[src/rtl/mcycle_pkg.sv]
// Shared encodings for the multi-cycle multiply/divide sequencer.
// Both rtl files import this package.
package mcycle_pkg;

    localparam int DEFAULT_WIDTH = 32;

    localparam logic [1:0] MCOP_NONE = 2'b00;
    localparam logic [1:0] MCOP_MUL  = 2'b01;
    localparam logic [1:0] MCOP_DIV  = 2'b10;

    typedef enum logic [1:0] {
        ST_IDLE     = 2'd0,
        ST_COMPUTE  = 2'd1,
        ST_SIGN_FIX = 2'd2,
        ST_DONE     = 2'd3
    } state_e;

endpackage

[src/rtl/mcycle_iter_step.sv]
// One iteration of the engine: shift-add for multiply, restoring trial
// subtract for divide. Purely combinational.
module mcycle_iter_step
    import mcycle_pkg::*;
#(
    parameter int WIDTH = DEFAULT_WIDTH
) (
    input  logic             is_div,
    input  logic [WIDTH-1:0] hi,
    input  logic [WIDTH-1:0] lo,
    input  logic [WIDTH-1:0] opnd,
    output logic [WIDTH-1:0] hi_nxt,
    output logic [WIDTH-1:0] lo_nxt
);

    logic [WIDTH:0]   sum;
    logic [WIDTH:0]   shifted;
    logic [WIDTH-1:0] diff;
    logic             fits;

    always_comb begin
        sum     = {1'b0, hi} + (lo[0] ? {1'b0, opnd} : '0);
        shifted = {hi, lo[WIDTH-1]};
        fits    = (shifted >= {1'b0, opnd});
        // When the subtract succeeds the true difference is below opnd, so
        // the low WIDTH bits are exact.
        diff    = shifted[WIDTH-1:0] - opnd;
        if (is_div) begin
            hi_nxt = fits ? diff : shifted[WIDTH-1:0];
            lo_nxt = {lo[WIDTH-2:0], fits};
        end else begin
            hi_nxt = sum[WIDTH:1];
            lo_nxt = {sum[0], lo[WIDTH-1:1]};
        end
    end

endmodule

[src/rtl/mcycle_sequencer.sv]
// Iterative multiply/divide engine with stall (Busy) and completion (Done).
// Optional build macro MCYCLE_SIGNED_EN selects two's-complement operands.
//
// state     | meaning
// IDLE      | waiting for Start with a valid MCOp
// COMPUTE   | one iteration per cycle, WIDTH cycles
// SIGN_FIX  | apply result signs (MCYCLE_SIGNED_EN only)
// DONE      | results valid, Done pulse, Start ignored
module mcycle_sequencer
    import mcycle_pkg::*;
#(
    parameter int WIDTH = DEFAULT_WIDTH
) (
    input  logic             CLK,
    input  logic             RESET,
    input  logic             Start,
    input  logic [1:0]       MCOp,
    input  logic [WIDTH-1:0] Operand1,
    input  logic [WIDTH-1:0] Operand2,
    output logic [WIDTH-1:0] Result1,
    output logic [WIDTH-1:0] Result2,
    output logic             Busy,
    output logic             Done
);

    localparam int CW = $clog2(WIDTH);

    state_e           state, state_nxt;
    logic [CW-1:0]    cnt;
    logic [WIDTH-1:0] hi, lo, opnd_b;
    logic [WIDTH-1:0] hi_nxt, lo_nxt;
    logic             op_div;
    logic             start_ok;
    logic             last;
`ifdef MCYCLE_SIGNED_EN
    logic             neg_q, neg_r;

    function automatic logic [WIDTH-1:0] mag(input logic [WIDTH-1:0] v);
        return v[WIDTH-1] ? (~v + 1'b1) : v;
    endfunction
`endif

    assign start_ok = Start && (MCOp == MCOP_MUL || MCOp == MCOP_DIV);
    assign last     = (cnt == CW'(WIDTH - 1));
    assign Done     = (state == ST_DONE);

    mcycle_iter_step #(.WIDTH(WIDTH)) u_step (
        .is_div (op_div),
        .hi     (hi),
        .lo     (lo),
        .opnd   (opnd_b),
        .hi_nxt (hi_nxt),
        .lo_nxt (lo_nxt)
    );

    always_comb begin
        state_nxt = state;
        Busy      = 1'b0;
        case (state)
            ST_IDLE: begin
                if (start_ok) begin
                    Busy      = 1'b1;
                    state_nxt = ST_COMPUTE;
                end
            end
            ST_COMPUTE: begin
                Busy = 1'b1;
                if (last) begin
`ifdef MCYCLE_SIGNED_EN
                    state_nxt = ST_SIGN_FIX;
`else
                    state_nxt = ST_DONE;
`endif
                end
            end
`ifdef MCYCLE_SIGNED_EN
            ST_SIGN_FIX: begin
                Busy      = 1'b1;
                state_nxt = ST_DONE;
            end
`endif
            default: state_nxt = ST_IDLE;
        endcase
    end

    always_ff @(posedge CLK) begin
        if (RESET) begin
            state   <= ST_IDLE;
            cnt     <= '0;
            hi      <= '0;
            lo      <= '0;
            opnd_b  <= '0;
            op_div  <= 1'b0;
            Result1 <= '0;
            Result2 <= '0;
`ifdef MCYCLE_SIGNED_EN
            neg_q   <= 1'b0;
            neg_r   <= 1'b0;
`endif
        end else begin
            state <= state_nxt;
            case (state)
                ST_IDLE: begin
                    if (start_ok) begin
                        cnt    <= '0;
                        hi     <= '0;
                        op_div <= (MCOp == MCOP_DIV);
`ifdef MCYCLE_SIGNED_EN
                        lo     <= (MCOp == MCOP_DIV) ? mag(Operand1) : mag(Operand2);
                        opnd_b <= (MCOp == MCOP_DIV) ? mag(Operand2) : mag(Operand1);
                        // A zero divisor keeps the all-ones quotient unsigned.
                        neg_q  <= (Operand1[WIDTH-1] ^ Operand2[WIDTH-1])
                                  && (MCOp == MCOP_MUL || Operand2 != '0);
                        neg_r  <= Operand1[WIDTH-1];
`else
                        lo     <= (MCOp == MCOP_DIV) ? Operand1 : Operand2;
                        opnd_b <= (MCOp == MCOP_DIV) ? Operand2 : Operand1;
`endif
                    end
                end
                ST_COMPUTE: begin
                    hi  <= hi_nxt;
                    lo  <= lo_nxt;
                    cnt <= cnt + 1'b1;
`ifndef MCYCLE_SIGNED_EN
                    if (last) begin
                        Result1 <= lo_nxt;
                        Result2 <= hi_nxt;
                    end
`endif
                end
`ifdef MCYCLE_SIGNED_EN
                ST_SIGN_FIX: begin
                    if (!op_div) begin
                        {Result2, Result1} <= neg_q ? -{hi, lo} : {hi, lo};
                    end else begin
                        Result1 <= neg_q ? -lo : lo;
                        Result2 <= neg_r ? -hi : hi;
                    end
                end
`endif
                default: ;
            endcase
        end
    end

endmodule

[config.mk]
export PLATFORM = sky130hd
export DESIGN_NAME = mcycle_sequencer
export DESIGN_NICKNAME = d
export VERILOG_FILES = /design/src/rtl/mcycle_pkg.sv /design/src/rtl/mcycle_iter_step.sv /design/src/rtl/mcycle_sequencer.sv
export SDC_FILE = /design/constraint.sdc
export NUM_CORES = 1
export LEC_CHECK = 0
export ABC_AREA = 1
export CORE_UTILIZATION = 59
export CTS_CLUSTER_DIAMETER = 150
export DETAILED_ROUTE_END_ITERATION = 7
export GPL_ROUTABILITY_DRIVEN = 0
export PLACE_DENSITY = 0.82
export SLEW_MARGIN = 20
export SYNTH_ARGS = -nofsm -noshare
export SYNTH_HDL_FRONTEND = slang
export SYNTH_HIERARCHICAL = 1
export SYNTH_SLANG_ARGS = --single-unit
[constraint.sdc]
create_clock -name CLK -period 3.2 [get_ports CLK]
set_clock_uncertainty 0.1 [all_clocks]
set_input_delay 0.64 -clock CLK [delete_from_list [all_inputs] [get_ports CLK]]
set_output_delay 0.64 -clock CLK [all_outputs]
set_load 0.05 [all_outputs]
## After elaboration in Yosys (flattened, before gate mapping)

Index checks and enable logic that the tools add are counted.

| operators by class | value |
|---|---|
| $add $sub $neg | 3 |
| $mul | 0 |
| divide/modulo/power cells | 0 |
| order comparisons | 1 |
| eq/ne operators | 7 |
| shift-type cells | 0 |
| muxes and demuxes | 17 |
| bitwise gates (word level) | 0 |
| reduce and logical (&&, ||, !) cells | 8 |

Operator list:

| kind | number |
|---|---|
| 32-bit two-way mux | 8 |
| 32-bit one-hot mux with 2 select lines | 2 |
| 32-bit by 33-bit adder with 33-bit output | 1 |
| 33-bit by 32-bit greater-or-equal comparator with 1-bit output | 1 |
| 32-bit subtractor | 1 |
| 5-bit one-hot mux with 2 select lines | 1 |
| 2-bit AND reduction | 4 |
| 5-bit by 1-bit adder with 5-bit output, second input constant | 1 |
| 5-bit equality test, second input constant | 1 |
| 5-bit two-way mux | 1 |
| 2-bit by 1-bit equality test with 1-bit output, second input constant | 2 |
| 2-bit equality test, second input constant | 2 |
| 2-bit two-way mux | 2 |
| 2-bit inequality test, second input constant | 2 |
| 2-bit one-hot mux with 2 select lines | 1 |
| 2-bit logical NOT | 1 |
| 1-bit one-hot mux with 2 select lines | 1 |
| 2-bit nonzero test | 1 |
| 1-bit logical AND | 1 |
| 1-bit logical OR | 1 |
| 1-bit two-way mux | 1 |

| storage, ports and cells | value |
|---|---|
| register bits after elaboration | 168 |
| bits in latches | 0 |
| bits in writable memories | 0 |
| bits in read-only memories | 0 |
| input bits | 69 |
| logic and storage cells | 44 |
| memories | 0 |

## Depth between registers and ports, before layout

Gate-level depths: netlist of the first run.

| logic depth | value |
|---|---|
| word-level depth | 5 |
| gate-level depth with buffers | 19 |
| mapped depth without buffers | 18 |

## Hierarchy

Netlist of the first run, hierarchy kept.

By module, submodules not included:

| module | instances | cells an instance | area an instance (um^2) |
|---|---|---|---|
| mcycle_sequencer | 1 | 1089 | 7277.0 |
| mcycle_iter_step | 1 | 1274 | 6164.7 |

## Least setup slack after synthesis of the first run

OpenSTA, ideal clock, no wires.

| timing | value |
|---|---|
| path kind | input-to-output |
| start point | input port MCOp[0] |
| end point | output port Busy |
| arrival time | 1872 ps |
| required time | 2460 ps |
| slack | 588 ps |
| stages | 9 |
| buffers on the path | 2 |
| cell sequence | inv_1 -> ha_1 -> inv_1 -> nand2_1 -> nand2_1 -> nand2_1 -> buf_4 -> buf_6 -> inv_1 |

| between the ends | value |
|---|---|
| longest elaborated chain between the ends | 5 |

Ends and longest elaborated chain:

| what | RTL line | RTL |
|---|---|---|
| start: declaration | mcycle_sequencer.sv:17 | `input logic [1:0] MCOp,` |
| 2-bit by 1-bit equality test with 1-bit output or 2-bit equality test (tied branches) | mcycle_sequencer.sv:43 | `assign start_ok = Start && (MCOp == MCOP_MUL \|\| MCOp == MCOP_DIV);` |
| 1-bit logical OR (*) | mcycle_sequencer.sv:43 |  |
| 1-bit logical AND (*) | mcycle_sequencer.sv:43 |  |
| 1-bit two-way mux (*) | mcycle_sequencer.sv:61 | `if (start_ok) begin` |
| 1-bit one-hot mux with 2 select lines (*) | mcycle_sequencer.sv:59 | `case (state)` |
| end: declaration | mcycle_sequencer.sv:22 | `output logic Busy,` |

Mark *: on every way between the ends. The rest lies on a longest branch, timed or not.

## Worst setup path in the final report of the first run

| timing | value |
|---|---|
| start point | register lo[0] |
| end point | register hi[30] |

| between the ends | value |
|---|---|
| longest elaborated chain between the ends | 4 |

Ends and longest elaborated chain:

| what | RTL line | RTL |
|---|---|---|
| start: declaration | mcycle_sequencer.sv:30 | `logic [WIDTH-1:0] hi, lo, opnd_b;` |
| start signal: assignment | mcycle_sequencer.sv:116 | `lo <= (MCOp == MCOP_DIV) ? Operand1 : Operand2;` |
| start signal: assignment | mcycle_sequencer.sv:123 | `lo <= lo_nxt;` |
| 32-bit two-way mux | mcycle_iter_step.sv:22 | `sum = {1'b0, hi} + (lo[0] ? {1'b0, opnd} : '0);` |
| 32-bit by 33-bit adder with 33-bit output | mcycle_iter_step.sv:22 |  |
| 32-bit two-way mux | mcycle_iter_step.sv:28 | `if (is_div) begin` |
| named net hi_nxt[30] | mcycle_sequencer.sv:31 | `logic [WIDTH-1:0] hi_nxt, lo_nxt;` |
| 32-bit one-hot mux with 2 select lines | mcycle_sequencer.sv:102 | `case (state)` |
| end signal: assignment | mcycle_sequencer.sv:122 | `hi <= hi_nxt;` |
| end: declaration | mcycle_sequencer.sv:30 |  |

The timed path passes the listed nets, and every way through them passes these cells.
A chain may end at the register's enable or synchronous reset.

==> results of run 1 <==
==> through the flow <==
step	instances	cell area, um^2	power [uW]
floorplan	2363	13440	3206
global placement	2703	14830	3554
detailed placement	2703	14830	3577
CTS	2734	15440	5738
global route	2734	15440	6006
finish	2734	15440	5772
==> cell type report <==
class                   count  area [um^2]
clock buffers              17        425.4
multi-input cells        1748         8239
fillers                  1959         6649
repair buffers            159         1572
flip-flops and latches    168         3364
well taps                 280        350.3
clock inverters            14        187.7
inverters                 348         1306
==> worst max path at each step <==
| stage | start | depth (start not counted) | slack, ns | to |
|---|---|---|---|---|
| 2_1_floorplan | MCOp[0] | 9 | 0.59 | Busy |
| 3_3_place_gp | MCOp[0] | 9 | 0.38 | Busy |
| 3_5_place_dp | MCOp[0] | 9 | 0.39 | Busy |
| 4_1_cts | MCOp[0] | 9 | 0.37 | Busy |
| 5_1_grt | lo[0]$_SDFFE_PP0P_ | 16 | 0.11 | hi[31]$_SDFFE_PP0P_ |
| 6_report | lo[0]$_SDFFE_PP0P_ | 17 | 0.31 | hi[30]$_SDFFE_PP0P_ |
==> layer usage <==
layer  track usage, %  vias to the layer above
met5                0                        -
li1                 -                     7503
met2            58.93                      818
met4            14.57                        2
met3            6.266                      112
met1            46.98                     6892
==> critical path: cells and delay by family (launching register included) <==
kind | cells | cell delay, ns
and+or+nand+nor | 12 | 1.29
DFF | 1 | 0.35
AOI/OAI and AO/OA | 2 | 0.44
adders and majority gates | 1 | 0.30
buffers and inverters | 2 | 0.33
==> state kept, by name (all words and copies together), names as in the netlist <==
signal and count:
lo 32, cnt 5, Result2 32, op_div 1, hi 32, opnd_b 32
state 2, Result1 32
==> logic make-up after synthesis <==
logic type,Yosys count,share of synthesized area [%]
fa+ha+maj,69,6.534
simple gates,1360,41.92
xor+xnor,19,1.238
buf+inv,447,13.80
compound gates,300,11.49
flops,168,25.02
==> power breakdown <==
group | total (uW) | switching (uW) | leakage, uW | internal (uW)
sequential | 2230 | 72.4 | 0.00136 | 2160
combinational | 1360 | 908 | 0.00640 | 448
clock | 2180 | 937 | 0.000291 | 1250
==> cell usage in the layout, fill, tap and decap left out, types with 3 or more instances in the layout <==
master / n
nor3_1: 8
a21oi_1: 128
buf_4: 22
and2_1: 3
nand3_1: 183
a21o_1: 3
nor2_1: 226
ha_1: 66
nand4_1: 15
o21ai_1: 14
clkbuf_16: 17
o21a_1: 4
dfxtp_1: 167
nand2_2: 9
nor2_2: 9
xnor2_1: 16
o21bai_1: 6
inv_6: 4
clkdlybuf4s50_1: 132
nand2_1: 860
buf_12: 4
inv_1: 338
clkinvlp_4: 3
o21ai_0: 142
nor2_4: 3
xor2_1: 3
or2_2: 10
nand3b_1: 28
inv_2: 10
bufinv_16: 3
==> flow_summary.ini, run 1 <==
[run_status]
outcome = completed

[placement]
portBuffers = 134
place_hpwl_mm = 31.42
place_ws_ns = 0.3901

[critical_path]
worstPathRequired_ns = 3.46
worstPathCellList = buf_4, nand2_1, inv_1, ha_1, a21oi_1, nor2_1, nor2_1, nand2_1, nand3_1, nand2_1, nand2_1, nand2_1, nand2_1, nand3_1, nand2_1, nand2_1, a21oi_1
cp.arrival_ns = 3.15
slowest_stage = dfxtp_1
r2r_slack_ns = 0.31
slowest_delay_ns = 0.35
crit_type = flip-flop to flip-flop
r2r_start = lo[0]$_SDFFE_PP0P_
cp-start-kind = flip-flop
crit_path_end_kind = flip-flop
r2r_cells = 17
cp_max_fo = 20
timing.rr.end = hi[30]$_SDFFE_PP0P_
critPathMostFrequentCell = nand2_1

[global_route]
grt_max_degree = 99
track_usage_pct = 36.03
antenna_found_initial = 1
grt.overflow.total = 0
grt_pass1_vias = 13990
grt_pass1_wl_mm = 68.04

[floorplanning]
core_um2 = 22090
dieArea_um2 = 23390
rows = 54
die_y_um = 152.9
die_w_um = 152.9
io_pins = 135
initial_core_util_pct = 60.84

[timing]
whs_ns = 0.3696
setup_viol = 0
tightestPinTransition_ns = 0.9633
slew_headroom_pct = 35.78
rsz0062_at_grt = no
min_period_over_period_pct = 90.31
hold_violations = 0
fin_setup_tns_ns = 0
fin_ws_ns = 0.3101
final_max_slew_viol_count = 0
fin_crit_ns = 2.890
fmax_mhz = 346.0

[drt]
first_iter_violations = 1712
highest_layer = met5
wl_met2_mm = 19.24
antenna_left = 0
wl_met1_mm = 17.83
first_pass_iters = 8
dr_total_vias = 15330
drc = 0
routedWlPerCell_um = 15.60
route.met3.wl_mm = 4.223
routed_via_density = 5.606
routed_wl_mm = 42.65

[cells_and_area]
fin_nets = 2580
utilization_pct = 69.91
antenna_cells = 0
area_delta_synth_final_pct = 14.90
drive_above_1_share_pct = 4.360

[synthesis]
synthArstFlopShare_pct = 0
yosysWarnings = 6
synthCells = 2363
synth_fp_nets = 2501
synth_top_cell_by_area = dfxtp_1
synth-edff-count = 0
ys_types = 37
synth_area_leaders = dfxtp_1, nand2_1, inv_1
yosysMostFrequentCell = nand2_1
synth_ff_type = dfxtp_1
synth_top_area_share_pct = 25.02
seq_area_frac_synth_pct = 25.02
syn_avg_cell_area_um2 = 5.688
synth_common_cells = nand2_1, inv_1, nor2_1
ys_seq_elements = 168
syn_area_um2 = 13440

[power]
p_leak_uw = 0.008056
ir_drop_uv = 408.5
power_density_nw_per_um2 = 373.7

[cts]
cts_setup_buffers = 0
post_cts_resized = 0
root_buffer = clkbuf_16
cts_tree = done
clk_latency_ns = 0.44
cts_buffers = 17
clockBufferDepth = 2
cts.sinks = 168
cts_hold_repair.buffers = 0
clk_pin_slew_worst_paths_ns = 0.07
htree_levels = 4

[hold_path]
holdCritStartpoint = Result2[2]$_SDFFE_PP0P_
holdPathEnd = Result2[2]$_SDFFE_PP0P_
min_path_cells = 2
hp-class = flip-flop to flip-flop

[run]
drv_cap = 0
No activity file was read; power rests on OpenSTA's default activity.
==> run 2: changes to the inputs <==
Settings changed: CORE_UTILIZATION 59 to 60, CTS_BUF_LIST from default to sky130_fd_sc_hd__clkbuf_4, MAX_ROUTING_LAYER from default to met4, PLACE_DENSITY 0.82 to default, PLACE_DENSITY_LB_ADDON from default to 0.15.
==> flow_summary.ini, run 2 (same netlist as run 1, synthesis figures left out) <==
[run]
drv_cap = 0

[power]
ir_drop_uv = 188.4
total_switching_power_uw = 1892
p_leak_uw = 0.007923
combPwrFrac_pct = 27.7
p_total_uw = 4858
p_seq_share_pct = 46.3
swShare_pct = 38.94
internal_power_uw = 2966
clkPwrFrac_pct = 25.9
power_density_nw_per_um2 = 321.2

[hold_path]
min_path_cells = 2
hp-class = flip-flop to flip-flop
holdPathEnd = Result2[15]$_SDFFE_PP0P_
holdCritStartpoint = Result2[15]$_SDFFE_PP0P_

[timing]
rsz0062_at_grt = no
fin_crit_ns = 2.984
slew_headroom_pct = 32.30
fin_ws_ns = 0.2163
setup_viol = 0
final_max_slew_viol_count = 0
fmax_mhz = 335.2
fin_setup_tns_ns = 0
min_period_over_period_pct = 93.24
tightestPinTransition_ns = 1.016
hold_violations = 0

[critical_path]
r2r_cells = 14
worstPathRequired_ns = 3.56
r2r_start = opnd_b[28]$_SDFFE_PP0P_
crit_type = flip-flop to flip-flop
cp_max_fo = 33
r2r_slack_ns = 0.22
timing.rr.end = hi[21]$_SDFFE_PP0P_
crit_path_end_kind = flip-flop
cp.arrival_ns = 3.34
cp-start-kind = flip-flop

[drt]
highest_layer = met4
wl_met2_mm = 18.24
dr_total_vias = 15440
drc = 0
routed_via_density = 5.636
route.met3.wl_mm = 5.168
wl_met1_mm = 17.37
routed_wl_mm = 42.57
first_pass_iters = 7
routedWlPerCell_um = 15.54
first_iter_violations = 1820
antenna_left = 0

[cts]
clk_latency_ns = 0.60
htree_levels = 4
cts_tree = done
clk_pin_slew_worst_paths_ns = 0.16
cts_setup_buffers = 0
cts_buffers = 17
clockBufferDepth = 2
post_cts_resized = 0
root_buffer = clkbuf_4
cts.sinks = 168
cts_hold_repair.buffers = 0

[global_route]
grt_max_degree = 99
grt.overflow.total = 0
grt_pass1_wl_mm = 68.50
antenna_found_initial = 2
track_usage_pct = 39.08
grt_pass1_vias = 13940

[floorplanning]
die_w_um = 151.7
initial_core_util_pct = 61.40
core_um2 = 21890
die_y_um = 151.7
io_pins = 135
dieArea_um2 = 23010
rows = 54

[cells_and_area]
fillers = 2011
regArea_um2 = 3366
layout_commonest_cell = nand2_1
area_delta_synth_final_pct = 12.53
final_cell_mix = nand2_1, inv_1, nor2_1
fin_nets = 2582
drive_above_1_share_pct = 4.477
utilization_pct = 69.10
final_cell_area_um2 = 15130
multiInputGateArea_um2 = 8239

[placement]
placed_cell_area_um2 = 14830
place_hpwl_mm = 32.22
portBuffers = 134
place_ws_ns = 0.3535

[run_status]
outcome = completed
[run 2: changes by cell type in the layout (fill, tap and decap cells not counted), moves of 2 or more]
cell | before | now
bufinv_16 | 3 | 0
clkinv_8 | 0 | 3
diode_2 | 0 | 2
inv_8 | 2 | 4
clkinvlp_4 | 3 | 1
buf_4 | 22 | 25
clkbuf_4 | 0 | 17
clkbuf_16 | 17 | 0
[run 2: power groups by stage]
stage | Combinational, uW | Clock [uW] | Sequential, uW
6_report | 1350 | 1260 | 2250
5_1_grt | 1490 | 1370 | 2250
4_1_cts | 1310 | 1270 | 2240
3_5_place_dp | 1300 | 0 | 2290
3_3_place_gp | 1270 | 0 | 2290
2_1_floorplan | 964 | 0 | 2240
[run 2: routing by layer]
metal	global-route usage [%]	up-vias
li1	-	7510
met1	51.10	6883
met2	58.32	895
met3	7.844	150
met4	16.68	0
met5	-	-
[run 2: area by class of cell]
cell class / count / area share [%]
Sequential cell: 168 / 22.25
Tap cell: 280 / 2.316
Antenna cell: 2 / 0.03309
Multi-Input combinational cell: 1748 / 54.47
Clock buffer: 17 / 0.8437
Inverter: 348 / 8.636
Clock inverter: 15 / 1.042
Timing Repair Buffer: 161 / 10.41
[run 2: worst max-delay path, cell delays in order (launching register included)]
cell     delay, ns
dfxtp_1       0.41
inv_1         0.06
ha_1          0.36
a21oi_1       0.33
nand2_1       0.12
a21oi_2       0.18
nand2_2       0.11
nor2_8        0.31
nand2_8       0.22
nand2_1       0.18
nand2_1       0.07
nand2_1       0.13
nand2_1       0.13
nand2_1       0.09
a21oi_1       0.07
[run 2: through the flow]
step | instances | hold slack (ns)
detailed placement | 2705 | 0.3609
global placement | 2705 | 0.3532
finish | 2739 | 0.3834
global route | 2739 | 0.4049
CTS | 2737 | 0.3864
floorplan | 2363 | 0.3436
[run 2: worst max-delay path by stage]
stage | from | endpoint | slack [ns] | cells after the start
2_1_floorplan | MCOp[0] | Busy | 0.59 | 9
3_3_place_gp | MCOp[0] | Busy | 0.40 | 9
3_5_place_dp | lo[0]$_SDFFE_PP0P_ | hi[31]$_SDFFE_PP0P_ | 0.35 | 17
4_1_cts | lo[0]$_SDFFE_PP0P_ | hi[31]$_SDFFE_PP0P_ | 0.34 | 17
5_1_grt | lo[0]$_SDFFE_PP0P_ | hi[18]$_SDFFE_PP0P_ | 0.09 | 14
6_report | opnd_b[28]$_SDFFE_PP0P_ | hi[21]$_SDFFE_PP0P_ | 0.22 | 14
==> run 3: changes to the inputs <==
Settings changed: CORE_UTILIZATION 60 to 59, CTS_BUF_LIST sky130_fd_sc_hd__clkbuf_4 to default.
==> flow_summary.ini, run 3 (same netlist as run 1, synthesis figures left out) <==
[run_status]
outcome = completed

[critical_path]
critPathMostFrequentCell = nand2_1
worstPathRequired_ns = 3.43
r2r_cells = 14
crit_type = flip-flop to flip-flop
slowest_stage = dfxtp_1
path_buf_inv = 2
crit_path_end_kind = flip-flop
r2r_start = hi[27]$_SDFFE_PP0P_
cp_num_cells = 14
cp-start-kind = flip-flop
cp_max_fo = 19
cp_top_family = simple AND/OR/NAND/NOR gates
cp.arrival_ns = 3.20
r2r_slack_ns = 0.23
timing.rr.end = Result2[26]$_SDFFE_PP0P_
worstPathCellList = ha_1, a21oi_1, nand2_1, a21oi_2, nand2_2, nor2_8, buf_4, nand3_1, nand2_1, inv_1, nand2_1, nand2_1, nand2_1, nand2_1
slowest_delay_ns = 0.45

[cts]
cts_buffers = 17
cts_tree = done
post_cts_resized = 0
clockBufferDepth = 2
clk_pin_slew_worst_paths_ns = 0.08
cts_hold_repair.buffers = 0
root_buffer = clkbuf_16
clk_latency_ns = 0.45
cts.sinks = 168
cts_setup_buffers = 0
htree_levels = 4

[floorplanning]
rows = 54
core_um2 = 22090
io_pins = 135
dieArea_um2 = 23390
die_y_um = 152.9
die_w_um = 152.9
initial_core_util_pct = 60.84

[drt]
routed_wl_mm = 43.19
dr_total_vias = 15420
first_iter_violations = 1852
routedWlPerCell_um = 15.77
first_pass_iters = 8
drc = 0
routed_via_density = 5.631
antenna_left = 0

[cells_and_area]
antenna_cells = 0
fillers = 2000
final_cell_mix = nand2_1, inv_1, nor2_1
final_cell_area_um2 = 15420
area_delta_synth_final_pct = 14.71
drive_above_1_share_pct = 4.516
fin_nets = 2583
layout_commonest_cell = nand2_1
regArea_um2 = 3364
multiInputGateArea_um2 = 8239

[power]
p_leak_uw = 0.008060
p_total_uw = 5656
power_density_nw_per_um2 = 366.8
ir_drop_uv = 300.2

[hold_path]
holdPathEnd = Result1[5]$_SDFFE_PP0P_
min_path_cells = 2
hp-class = flip-flop to flip-flop
holdCritStartpoint = Result1[5]$_SDFFE_PP0P_

[timing]
slew_headroom_pct = 44.59
setup_viol = 0
tightestPinTransition_ns = 0.8311
fin_ws_ns = 0.2269
rsz0062_at_grt = no
fin_crit_ns = 2.973
fmax_mhz = 336.3
hold_violations = 0
min_period_over_period_pct = 92.91
final_max_slew_viol_count = 0
fin_setup_tns_ns = 0

[run]
drv_cap = 0

[placement]
portBuffers = 134
placed_cell_area_um2 = 14840
place_hpwl_mm = 32.16
place_ws_ns = 0.3312

[global_route]
track_usage_pct = 38.04
grt_pass1_wl_mm = 69.41
grt_pass1_vias = 13930
antenna_found_initial = 0
grt.overflow.total = 0
grt_max_degree = 71
[run 3: routing by layer]
| layer | up-vias | share of wire (%) | GRT usage, % |
|---|---|---|---|
| li1 | 7507 | - | - |
| met3 | 138 | 10 | 5.132 |
| met2 | 874 | 44 | 58.24 |
| met4 | 0 | 4.1 | 18.18 |
| met1 | 6898 | 41 | 49.50 |
| met5 | - | 0 | - |
[run 3: metrics by stage]
| stage | util (%) | hold slack (ns) | std cells |
|---|---|---|---|
| 2_1_floorplan | - | 0.3436 | 2363 |
| 3_3_place_gp | 67.18 | 0.3529 | 2706 |
| 3_5_place_dp | 67.18 | 0.3619 | 2706 |
| 4_1_cts | 69.79 | 0.3726 | 2738 |
| 5_1_grt | 69.79 | 0.3887 | 2738 |
| 6_report | 69.79 | 0.3745 | 2738 |
[run 3: area by class of cell]
cell class | instances | area share, %
Sequential cell | 168 | 21.82
Tap cell | 280 | 2.272
Clock inverter | 15 | 0.9819
Inverter | 348 | 8.472
Timing Repair Buffer | 162 | 10.26
Clock buffer | 17 | 2.759
Multi-Input combinational cell | 1748 | 53.44
[run 3: worst max path at each step]
stage                        startpoint                  endpoint  slack (ns)
floorplan                       MCOp[0]                      Busy        0.59
global placement                MCOp[0]                      Busy        0.37
detailed placement   lo[0]$_SDFFE_PP0P_       hi[31]$_SDFFE_PP0P_        0.33
CTS                  lo[0]$_SDFFE_PP0P_       hi[31]$_SDFFE_PP0P_        0.32
global route         lo[0]$_SDFFE_PP0P_       hi[30]$_SDFFE_PP0P_        0.02
finish              hi[27]$_SDFFE_PP0P_  Result2[26]$_SDFFE_PP0P_        0.23
[run 3: power by group]
group	leakage [uW]	total [uW]	switching [uW]	internal, uW
sequential	0.00136	2230	75.1	2160
clock	0.000283	2070	1020	1040
combinational	0.00641	1360	909	447
[run 3: worst reg2reg max path: stages (launching register included)]
cell and delay, ns:
dfxtp_1 0.45, ha_1 0.35, a21oi_1 0.31, nand2_1 0.11, a21oi_2 0.16, nand2_2 0.11
nor2_8 0.32, buf_4 0.32, nand3_1 0.11, nand2_1 0.10, inv_1 0.06, nand2_1 0.09
nand2_1 0.08, nand2_1 0.12, nand2_1 0.07
